## src/rtl/a3_pkg.sv

```systemverilog
// a3_pkg: shared constants for the A3 processing-element controllers.
// Holds the PE mode (ber) encodings, the sequencer state encoding and the default width.
package a3_pkg;

  localparam int A3_DW = 32;

  localparam logic [1:0] MODE_FB   = 2'b00;
  localparam logic [1:0] MODE_FF   = 2'b01;
  localparam logic [1:0] MODE_EMIT = 2'b10;
  localparam logic [1:0] MODE_LOAD = 2'b11;

  typedef enum logic [2:0] {
    IDLE = 3'd0,
    LOAD = 3'd1,
    FB   = 3'd2,
    FF   = 3'd3,
    EMIT = 3'd4
  } a3_state_e;

  // PE mode driven while the sequencer sits in a given state.
  function automatic logic [1:0] ber_for_state(input a3_state_e st);
    logic [1:0] ber;
    case (st)
      FB:      ber = MODE_FB;
      FF:      ber = MODE_FF;
      EMIT:    ber = MODE_EMIT;
      default: ber = MODE_LOAD;
    endcase
    return ber;
  endfunction

endpackage

```

## src/rtl/a3_phase_cnt.sv

```systemverilog
// a3_phase_cnt: phase timer counting 0..PH_CYC-1 with synchronous clear.
// `last` flags the final cycle of a phase. Reused by other A3 controllers.
module a3_phase_cnt #(
  parameter int PH_CYC = 3
) (
  input  logic clk,
  input  logic rst,
  input  logic clr,
  output logic last
);

  localparam int CW = (PH_CYC > 1) ? $clog2(PH_CYC) : 1;
  localparam logic [CW-1:0] CNT_LAST = CW'(PH_CYC - 1);

  logic [CW-1:0] cnt_q;
  logic [CW-1:0] cnt_d;

  assign last = (cnt_q == CNT_LAST);

  // Next count: wrap after the last phase cycle, or restart on a state change.
  always_comb begin
    cnt_d = cnt_q + CW'(1);
    if (clr || last) begin
      cnt_d = '0;
    end
  end

  // Counter register.
  always_ff @(posedge clk or negedge rst) begin
    if (!rst) begin
      cnt_q <= '0;
    end else begin
      cnt_q <= cnt_d;
    end
  end

endmodule

```

## src/rtl/a3_seq.sv

```systemverilog
// a3_seq: sequencer and stream front-end for the A3 filter PE.
// Accepts a sample, walks the PE through LOAD/FB/FF/EMIT (PH_CYC cycles each),
// then captures the PE result onto an output valid/ready stream.
// Optional feature: define A3_SEQ_CNT_EN to add the `sample_cnt` handshake counter.
//
// state | meaning
// IDLE  | waiting for a sample, PE held in load mode with zero input
// LOAD  | latched sample presented on pe_in
// FB    | PE feedback phase
// FF    | PE feed-forward phase
// EMIT  | PE result valid; captured on the last cycle
module a3_seq
  import a3_pkg::*;
#(
  parameter int DW     = A3_DW,
  parameter int PH_CYC = 3       // >= 3 to cover the PE mul1/mul2/add pipeline
) (
  input  logic          clk,
  input  logic          rst,
  input  logic [DW-1:0] s_in_data,
  input  logic          s_in_valid,
  output logic          s_in_ready,
  output logic [DW-1:0] pe_in,
  output logic [1:0]    pe_ber,
  input  logic [DW-1:0] pe_out,
  output logic [DW-1:0] m_out_data,
  output logic          m_out_valid,
  input  logic          m_out_ready,
  output logic          busy
`ifdef A3_SEQ_CNT_EN
  ,
  output logic [31:0]   sample_cnt
`endif
);

  a3_state_e     state_q, state_d;
  logic [DW-1:0] sample_q, sample_d;
  logic [DW-1:0] pe_in_q, pe_in_d;
  logic [1:0]    pe_ber_q, pe_ber_d;
  logic [DW-1:0] m_out_data_q, m_out_data_d;
  logic          m_out_valid_q, m_out_valid_d;
  logic          busy_q, busy_d;
  logic          ph_last;
  logic          accept;
  logic          capture;
  logic          pop;

  // The output register is always empty or draining when a sample is accepted,
  // so the capture at the end of EMIT can never overwrite an unread result.
  assign s_in_ready = (state_q == IDLE) && (!m_out_valid_q || m_out_ready);
  assign accept     = s_in_valid && s_in_ready;
  assign capture    = (state_q == EMIT) && ph_last;
  assign pop        = m_out_valid_q && m_out_ready;

  a3_phase_cnt #(
    .PH_CYC (PH_CYC)
  ) u_phase_cnt (
    .clk  (clk),
    .rst  (rst),
    .clr  (state_d != state_q),
    .last (ph_last)
  );

  // Next state, sample latch, output capture and the registered PE drives.
  always_comb begin
    state_d = state_q;
    case (state_q)
      IDLE:    if (accept)  state_d = LOAD;
      LOAD:    if (ph_last) state_d = FB;
      FB:      if (ph_last) state_d = FF;
      FF:      if (ph_last) state_d = EMIT;
      EMIT:    if (ph_last) state_d = IDLE;
      default: state_d = IDLE;
    endcase

    sample_d = accept ? s_in_data : sample_q;

    // A capture takes priority over a pop in the same cycle.
    m_out_data_d  = capture ? pe_out : m_out_data_q;
    m_out_valid_d = m_out_valid_q;
    if (capture) begin
      m_out_valid_d = 1'b1;
    end else if (pop) begin
      m_out_valid_d = 1'b0;
    end

    pe_ber_d = ber_for_state(state_d);
    pe_in_d  = (state_d == LOAD) ? sample_d : '0;
    busy_d   = (state_d != IDLE);
  end

  // State and output registers.
  always_ff @(posedge clk or negedge rst) begin
    if (!rst) begin
      state_q       <= IDLE;
      sample_q      <= '0;
      pe_in_q       <= '0;
      pe_ber_q      <= MODE_LOAD;
      m_out_data_q  <= '0;
      m_out_valid_q <= 1'b0;
      busy_q        <= 1'b0;
    end else begin
      state_q       <= state_d;
      sample_q      <= sample_d;
      pe_in_q       <= pe_in_d;
      pe_ber_q      <= pe_ber_d;
      m_out_data_q  <= m_out_data_d;
      m_out_valid_q <= m_out_valid_d;
      busy_q        <= busy_d;
    end
  end

  assign pe_in       = pe_in_q;
  assign pe_ber      = pe_ber_q;
  assign m_out_data  = m_out_data_q;
  assign m_out_valid = m_out_valid_q;
  assign busy        = busy_q;

`ifdef A3_SEQ_CNT_EN
  logic [31:0] sample_cnt_q, sample_cnt_d;

  // Output handshake count; wraps naturally at 32 bits.
  always_comb begin
    sample_cnt_d = pop ? sample_cnt_q + 32'd1 : sample_cnt_q;
  end

  // Handshake counter register.
  always_ff @(posedge clk or negedge rst) begin
    if (!rst) begin
      sample_cnt_q <= '0;
    end else begin
      sample_cnt_q <= sample_cnt_d;
    end
  end

  assign sample_cnt = sample_cnt_q;
`endif

endmodule

```

## config.mk

```make
export PLATFORM = sky130hd
export DESIGN_NAME = a3_seq
export DESIGN_NICKNAME = d
export VERILOG_FILES = /design/src/rtl/a3_pkg.sv /design/src/rtl/a3_phase_cnt.sv /design/src/rtl/a3_seq.sv
export SDC_FILE = /design/constraint.sdc
export NUM_CORES = 1
export LEC_CHECK = 0
export ABC_AREA = 1
export CAP_MARGIN = 10
export CORE_MARGIN = 8
export CORE_UTILIZATION = 46
export DETAILED_ROUTE_END_ITERATION = 10
export HOLD_SLACK_MARGIN = 0.02
export PLACE_DENSITY = 0.87
export SLEW_MARGIN = 20
export SYNTH_ARGS = -nofsm -noshare
export SYNTH_HDL_FRONTEND = slang
export SYNTH_SLANG_ARGS = --single-unit
```

## constraint.sdc

```tcl
create_clock -name clk -period 1.7 [get_ports clk]
set_input_delay 0.17 -clock clk [delete_from_list [all_inputs] [get_ports clk]]
set_output_delay 0.17 -clock clk [all_outputs]
set_load 0.01 [all_outputs]
```

## Yosys cells after proc, flatten, opt, wreduce, memory -nomap -nowiden

Index checks and enable logic that the tools add are counted.

- Flip-flop bits (word level): 105
- Latch bits: 0
- Memory bits (writable): 0
- Memory bits (read-only): 0
- Bits of input ports: 68
- Logic and storage cells: 41
- Memories: 0

- Add/sub/neg operators: 1
- $mul: 0
- Divide/modulo/power cells: 0
- $lt $le $gt $ge: 0
- Eq/ne operators: 10
- Shift operators: 0
- Mux-type cells: 12
- Bitwise logic cells: 0
- Reduce and logical (&&, ||, !) cells: 10

Operators with widths:

| kind | count |
|---|---|
| $mux 32 | 2 |
| $mux 3 | 5 |
| $pmux 3 s5 | 1 |
| $eq 3x2->1 const B | 4 |
| $eq 3x1->1 const B | 2 |
| $eq 3x3->1 const B | 2 |
| $pmux 2 s3 | 1 |
| $logic_and 1x1->1 | 4 |
| $logic_not 3->1 | 1 |
| $ne 3x3->1 | 1 |
| $reduce_bool 3->1 | 1 |
| $add 2x1->2 const B | 1 |
| $eq 2x2->1 const B | 1 |
| $logic_or 1x1->1 | 2 |
| $mux 1 | 2 |
| $mux 2 | 1 |
| $reduce_bool 2->1 | 1 |
| $logic_not 1->1 | 1 |

## Depth between registers and ports, before layout

- Depth in word-level cells: 9
- Depth in mapped cells: 10
- Depth with buffers taken out: 9

## Cells and area by module

From an unflattened synthesis, not the netlist that was laid out.

- Cells, all modules: 451
- Area total of the unflattened synthesis: 4295.4 sq um

Modules (own cells, without submodules):

| module | times used | cells each | area an instance (sq um) | sequential area each (sq um) |
|---|---|---|---|---|
| a3_seq | 1 | 442 | 4210.3 | 2580.0 |
| a3_phase_cnt | 1 | 9 | 85.1 | 50.0 |

## Least setup slack after synthesis

No wires, ideal clock.

- Kind: register to register
- Start: register u_phase_cnt.cnt_q[0]
- End: register pe_in_q[10], in the netlist pe_in[10]
- Library setup time: 0.069 ns
- Arrival time: 1.369 ns
- Required time: 1.631 ns
- Slack: 0.262 ns
- Stages on the path, launching flop included: 11
- Clock period less this slack: 1.438 ns
- Cells stage by stage: dfrtp_1 > inv_1 > ha_1 > nand2_1 > nand2_1 > a21oi_1 > nand2_2 > inv_2 > nand2_4 > buf_6 > nor2_2

- Word-level cells in the longest chain between the ends: 5
- Elaborated cells between the ends (all ways): 8

RTL lines:

| item | RTL line | RTL |
|---|---|---|
| from (decl) | a3_phase_cnt.sv:15 | `logic [CW-1:0] cnt_q;` |
| from (signal assigned) | a3_phase_cnt.sv:33 | `cnt_q <= cnt_d;` |
| $eq 2x2->1 (*) | a3_phase_cnt.sv:18 | `assign last = (cnt_q == CNT_LAST);` |
| $mux 3, on equally long branches | -- |  |
| $pmux 3 s5 (*) | a3_seq.sv:67 | `case (state_q)` |
| named net state_d[0] | a3_seq.sv:36 | `a3_state_e state_q, state_d;` |
| $eq 3x1->1 (*) | a3_seq.sv:88 | `pe_in_d = (state_d == LOAD) ? sample_d : '0;` |
| $mux 32 (*) | a3_seq.sv:88 |  |
| named net pe_in_d[10] | a3_seq.sv:38 | `logic [DW-1:0] pe_in_q, pe_in_d;` |
| to (signal assigned) | a3_seq.sv:105 | `pe_in_q <= pe_in_d;` |
| to (decl) | a3_seq.sv:38 |  |

Mark *: on every way through the listed nets, which the timed path passes. The rest lies on a longest branch.
A chain may end at the register's enable or synchronous reset.

## Worst setup path in the final report

- Start: register u_phase_cnt.cnt_q[0]
- End: register pe_in_q[30], in the netlist pe_in[30]

- Word-level cells in the longest chain between the ends: 5
- Elaborated cells between the ends (all ways): 8

RTL lines:

| item | RTL line |
|---|---|
| $eq 2x2->1 (*) | a3_phase_cnt.sv:18 |
| $mux 3, on equally long branches | -- |
| $pmux 3 s5 (*) | a3_seq.sv:67 |
| $eq 3x1->1 (*) | a3_seq.sv:88 |
| $mux 32 (*) | a3_seq.sv:88 |
| named net pe_in_d[30] | a3_seq.sv:38 |

Marks and branches as above.

==> flow_results.xml <==
<?xml version="1.0" encoding="UTF-8"?>
<metrics>
  <group name="sta">
    <metric name="timing.final.setup_violations" unit="">0</metric>
    <metric name="pin_slew_with_the_least_headroom_to_its_limit" unit="ns">0.460</metric>
    <metric name="report.final.hold_viol_count" unit="">0</metric>
    <metric name="slew_headroom" unit="%">69.3</metric>
    <metric name="share_of_the_clock_period_used_by_the_worst_path_after_layout" unit="%">95.6</metric>
    <metric name="worst_clock_skew" unit="ns">0.0117</metric>
    <metric name="timing_limited_maximum_frequency" unit="MHz">616</metric>
    <metric name="final_max_slew_viols" unit="">0</metric>
    <metric name="post-route-min-period" unit="ns">1.62</metric>
  </group>
  <group name="clocking">
    <metric name="cts_buffers" unit="">9</metric>
    <metric name="clock_transition_at_path_regs" unit="ns">0.10</metric>
    <metric name="cts_sink_cnt" unit="">105</metric>
    <metric name="worstSkewPairLatency" unit="ns">0.35</metric>
    <metric name="htree_num_levels" unit="">3</metric>
    <metric name="cts_root_buffer" unit="">sky130_fd_sc_hd__clkbuf_8</metric>
    <metric name="tritoncts" unit="">built</metric>
    <metric name="cts-root-to-sink-buffers" unit="">2</metric>
  </group>
  <group name="worst_hold_path">
    <metric name="worst_hold_path_type" unit="">primary input to asynchronous set/reset pin</metric>
  </group>
  <group name="synthesis">
    <metric name="synth_seq_area_share" unit="%">63.1</metric>
    <metric name="cells_after_synthesis" unit="">346</metric>
    <metric name="postSynth.asyncResetShare" unit="%">100</metric>
    <metric name="synth.most_common_cell" unit="">sky130_fd_sc_hd__dfrtp_1</metric>
    <metric name="post-synth-top-area-fraction" unit="%">61.8</metric>
    <metric name="mappedNetlistArea" unit="sq um">4170</metric>
    <metric name="synth_nets" unit="">415</metric>
    <metric name="synthAdderAreaFrac" unit="%">0.300</metric>
    <metric name="combinational_family_with_the_most_area_after_synthesis" unit="">simple AND/OR/NAND/NOR gates</metric>
    <metric name="synth-seq-cells" unit="">105</metric>
    <metric name="synthesis.area_per_instance" unit="sq um">12.0</metric>
    <metric name="yosysWarningCount" unit="">0</metric>
    <metric name="synth_compound_gate_area_share" unit="%">7.23</metric>
    <metric name="ys_top_cells_by_area" unit="">sky130_fd_sc_hd__dfrtp_1 62%, sky130_fd_sc_hd__o21ai_2 6.5%, sky130_fd_sc_hd__inv_1 6.2%, sky130_fd_sc_hd__mux2_1 5.4%, sky130_fd_sc_hd__nor2_2 4.5%</metric>
    <metric name="share_of_the_synthesized_netlist_area_taken_by_xor_and_xnor_gates" unit="%">0</metric>
    <metric name="synth.area.mux_share" unit="%">8.64</metric>
    <metric name="dominantRegCellSynth" unit="">sky130_fd_sc_hd__dfrtp_1</metric>
    <metric name="yosys-top-cells-count" unit="">103 x sky130_fd_sc_hd__dfrtp_1, 69 x sky130_fd_sc_hd__inv_1, 41 x sky130_fd_sc_hd__nand2_1, 31 x sky130_fd_sc_hd__o21ai_2, 30 x sky130_fd_sc_hd__nor2_2</metric>
    <metric name="post_synth_num_cell_types" unit="">21</metric>
    <metric name="synth-edff-count" unit="">0</metric>
    <metric name="synthSimpleGateAreaFrac" unit="%">10.8</metric>
    <metric name="synth_top_cell_by_area" unit="">sky130_fd_sc_hd__dfrtp_1</metric>
  </group>
  <group name="detailed_routing">
    <metric name="wl_met1" unit="microns">4000</metric>
    <metric name="drc" unit="">0</metric>
    <metric name="routed-wl-met2" unit="microns">4270</metric>
    <metric name="drt_first_iter_violations" unit="">80</metric>
    <metric name="vias" unit="">2749</metric>
    <metric name="met3RoutedLength" unit="microns">814</metric>
    <metric name="drt-pass1-iter-count" unit="">3</metric>
    <metric name="route.detailed.wl_per_inst" unit="microns">15.1</metric>
    <metric name="total_routed_length" unit="microns">9150</metric>
    <metric name="routed.top_layer" unit="">met4</metric>
    <metric name="ant_nets" unit="">0</metric>
    <metric name="route.detailed.vias_per_inst" unit="">4.54</metric>
  </group>
  <group name="global_route">
    <metric name="grt_pass1_vias" unit="">2996</metric>
    <metric name="wire_length_of_the_first_global_routing_pass" unit="microns">14900</metric>
    <metric name="initial_antenna_violation_count" unit="">0</metric>
    <metric name="grt_start_max_net_pins" unit="">61</metric>
    <metric name="gr-usage-all-layers" unit="%">14.7</metric>
    <metric name="grt-ovfl-total" unit="">0</metric>
  </group>
  <group name="die">
    <metric name="fp.dieArea" unit="sq um">12400</metric>
    <metric name="die_width" unit="microns">111</metric>
    <metric name="initial_utilization" unit="%">47.6</metric>
    <metric name="core" unit="sq um">8760</metric>
    <metric name="rows" unit="">34</metric>
    <metric name="die_h" unit="microns">111</metric>
    <metric name="boundary_pins" unit="">137</metric>
  </group>
  <group name="worst_setup_path">
    <metric name="timing.critical_path.buf_inv" unit="">2</metric>
    <metric name="timing.critical_path.cells" unit="">inv_1 -&gt; ha_4 -&gt; nand2_1 -&gt; nand2_1 -&gt; o21ai_0 -&gt; o21ai_2 -&gt; nand2_4 -&gt; clkbuf_16 -&gt; nor2_2</metric>
    <metric name="critPathTopFamily" unit="">flip-flops</metric>
    <metric name="critPathLaunchType" unit="">flop</metric>
    <metric name="crit_path_frequent_cell" unit="">sky130_fd_sc_hd__nand2_1</metric>
    <metric name="worstPathRequired" unit="ns">1.99</metric>
    <metric name="reg2reg_slack" unit="ns">0.08</metric>
    <metric name="endpoint_kind" unit="">flop</metric>
    <metric name="maximum_single_stage_delay_on_the_critical_path" unit="ns">0.40</metric>
    <metric name="worstPathArrival" unit="ns">1.91</metric>
    <metric name="critical_path.reg2reg.startpoint" unit="">u_phase_cnt.cnt_q[0]</metric>
    <metric name="worst-setup-path-type" unit="">flop to flop</metric>
    <metric name="crit_fanout" unit="">16</metric>
    <metric name="timing.rr.end" unit="">pe_in[30]</metric>
    <metric name="rr_worst_depth" unit="">9</metric>
    <metric name="slowest_stage" unit="">sky130_fd_sc_hd__dfrtp_1</metric>
  </group>
  <group name="run">
    <metric name="cap_violations" unit="">0</metric>
  </group>
  <group name="placement">
    <metric name="place.port_buffers" unit="">136</metric>
    <metric name="dp_cell_count" unit="">585</metric>
    <metric name="dpl_cell_area" unit="sq um">5640</metric>
    <metric name="dp_hpwl" unit="microns">6560</metric>
    <metric name="gp_congestion" unit="">0.721</metric>
  </group>
  <group name="finish">
    <metric name="design.final.nets" unit="">561</metric>
    <metric name="drive_gt1_share" unit="%">22.7</metric>
    <metric name="syn_to_final_growth" unit="%">41.4</metric>
    <metric name="antennaDiodeCount" unit="">0</metric>
    <metric name="finalCoreUtilization" unit="%">67.2</metric>
    <metric name="final_design_area_no_fill" unit="sq um">5890</metric>
    <metric name="instances_no_fill" unit="">605</metric>
  </group>
  <group name="power">
    <metric name="power_density" unit="nW/um^2">1800</metric>
    <metric name="max-vdd-ir-drop" unit="mV">0.850</metric>
    <metric name="total_leakage_power" unit="nW">2.78</metric>
  </group>
  <group name="status">
    <metric name="outcome" unit="">completed</metric>
  </group>
</metrics>
## cell usage in the layout, fill, tap and decap left out, drive strengths merged, types with 2 or more instances in the layout
master and count:
buf 11, clkbuf 11, clkdlybuf4s50 134, clkinv 3
clkinvlp 2, dfrtp 103, dfstp 2, inv 72
mux2 32, nand2 43, nand3 2, nor2 41
o21ai 36
## area by class of cell
cell class,count,area (sq um)
clock buffers,10,138
clock inverters,6,42.5
fillers,679,2870
inverters,71,267
multi-input cells,157,1140
flip-flops and latches,105,2630
well taps,108,135
repair buffers,148,1540
## worst max-delay path by stage
stage / from / endpoint / slack, ns / cells after the start
final: u_phase_cnt.cnt_q[0] / pe_in[30] / 0.08 / 9
after global placement: m_out_ready / s_in_ready / 0.05 / 6
after detailed placement: u_phase_cnt.cnt_q[0] / pe_in[0] / 0.04 / 9
after floorplan: u_phase_cnt.cnt_q[0] / pe_in[10] / 0.26 / 10
after CTS: u_phase_cnt.cnt_q[0] / pe_in[0] / 0.03 / 10
after global routing: u_phase_cnt.cnt_q[0] / pe_in[1] / -0.007 / 9
## power by group
part | internal (mW) | leakage (nW) | switching [mW]
Clock | 0.576 | 0.0887 | 0.823
Combinational | 2.55 | 1.45 | 2.57
Sequential | 3.63 | 1.24 | 0.441
## logic make-up after synthesis
logic type	after synthesis
flops	105
simple gates	87
buf+inv	84
compound gates	37
mux	32
fa+ha+maj	1
## state kept, by name (all words and copies together), names as in the netlist
register / cells
busy: 1
m_out_data: 32
m_out_valid: 1
pe_ber: 2
pe_in: 32
sample_q: 32
state_q: 3
u_phase_cnt.cnt_q: 2
## metal layers
layer,vias up,GRT usage [%]
li1,1333,-
met5,-,0
met2,98,23.6
met4,0,3.64
met1,1312,17.5
met3,6,6.55
## worst reg2reg max path, cell delays in order, from the launching register on
cell                        delay (ns)
sky130_fd_sc_hd__dfrtp_1          0.40
sky130_fd_sc_hd__inv_1            0.10
sky130_fd_sc_hd__ha_4             0.18
sky130_fd_sc_hd__nand2_1          0.09
sky130_fd_sc_hd__nand2_1          0.11
sky130_fd_sc_hd__o21ai_0          0.14
sky130_fd_sc_hd__o21ai_2          0.13
sky130_fd_sc_hd__nand2_4          0.11
sky130_fd_sc_hd__clkbuf_16        0.21
sky130_fd_sc_hd__nor2_2           0.09
## repair_timing
action	in CTS	in global routing
gates resized for setup	2	4
hold endpoints to repair	30	0
endpoints found under the setup margin	1	45
cloned	0	1
hold buffers	1	0
buffers inserted	2	0
pin swaps	1	0
## through the flow
| step | TNS, ns | total power, mW | worst slack (ns) | hold slack, ns |
|---|---|---|---|---|
| 2_1_floorplan | 0 | 6.94 | 0.262 | -0.126 |
| 3_3_place_gp | 0 | 8.81 | 0.0457 | 0.153 |
| 3_5_place_dp | 0 | 9.03 | 0.0377 | 0.155 |
| 4_1_cts | 0 | 10.5 | 0.0274 | 0.300 |
| 5_1_grt | -0.0199 | 11.4 | -0.00694 | 0.323 |
| 6_report | 0 | 10.6 | 0.0756 | 0.304 |
Power figures use the tool's default switching activity.
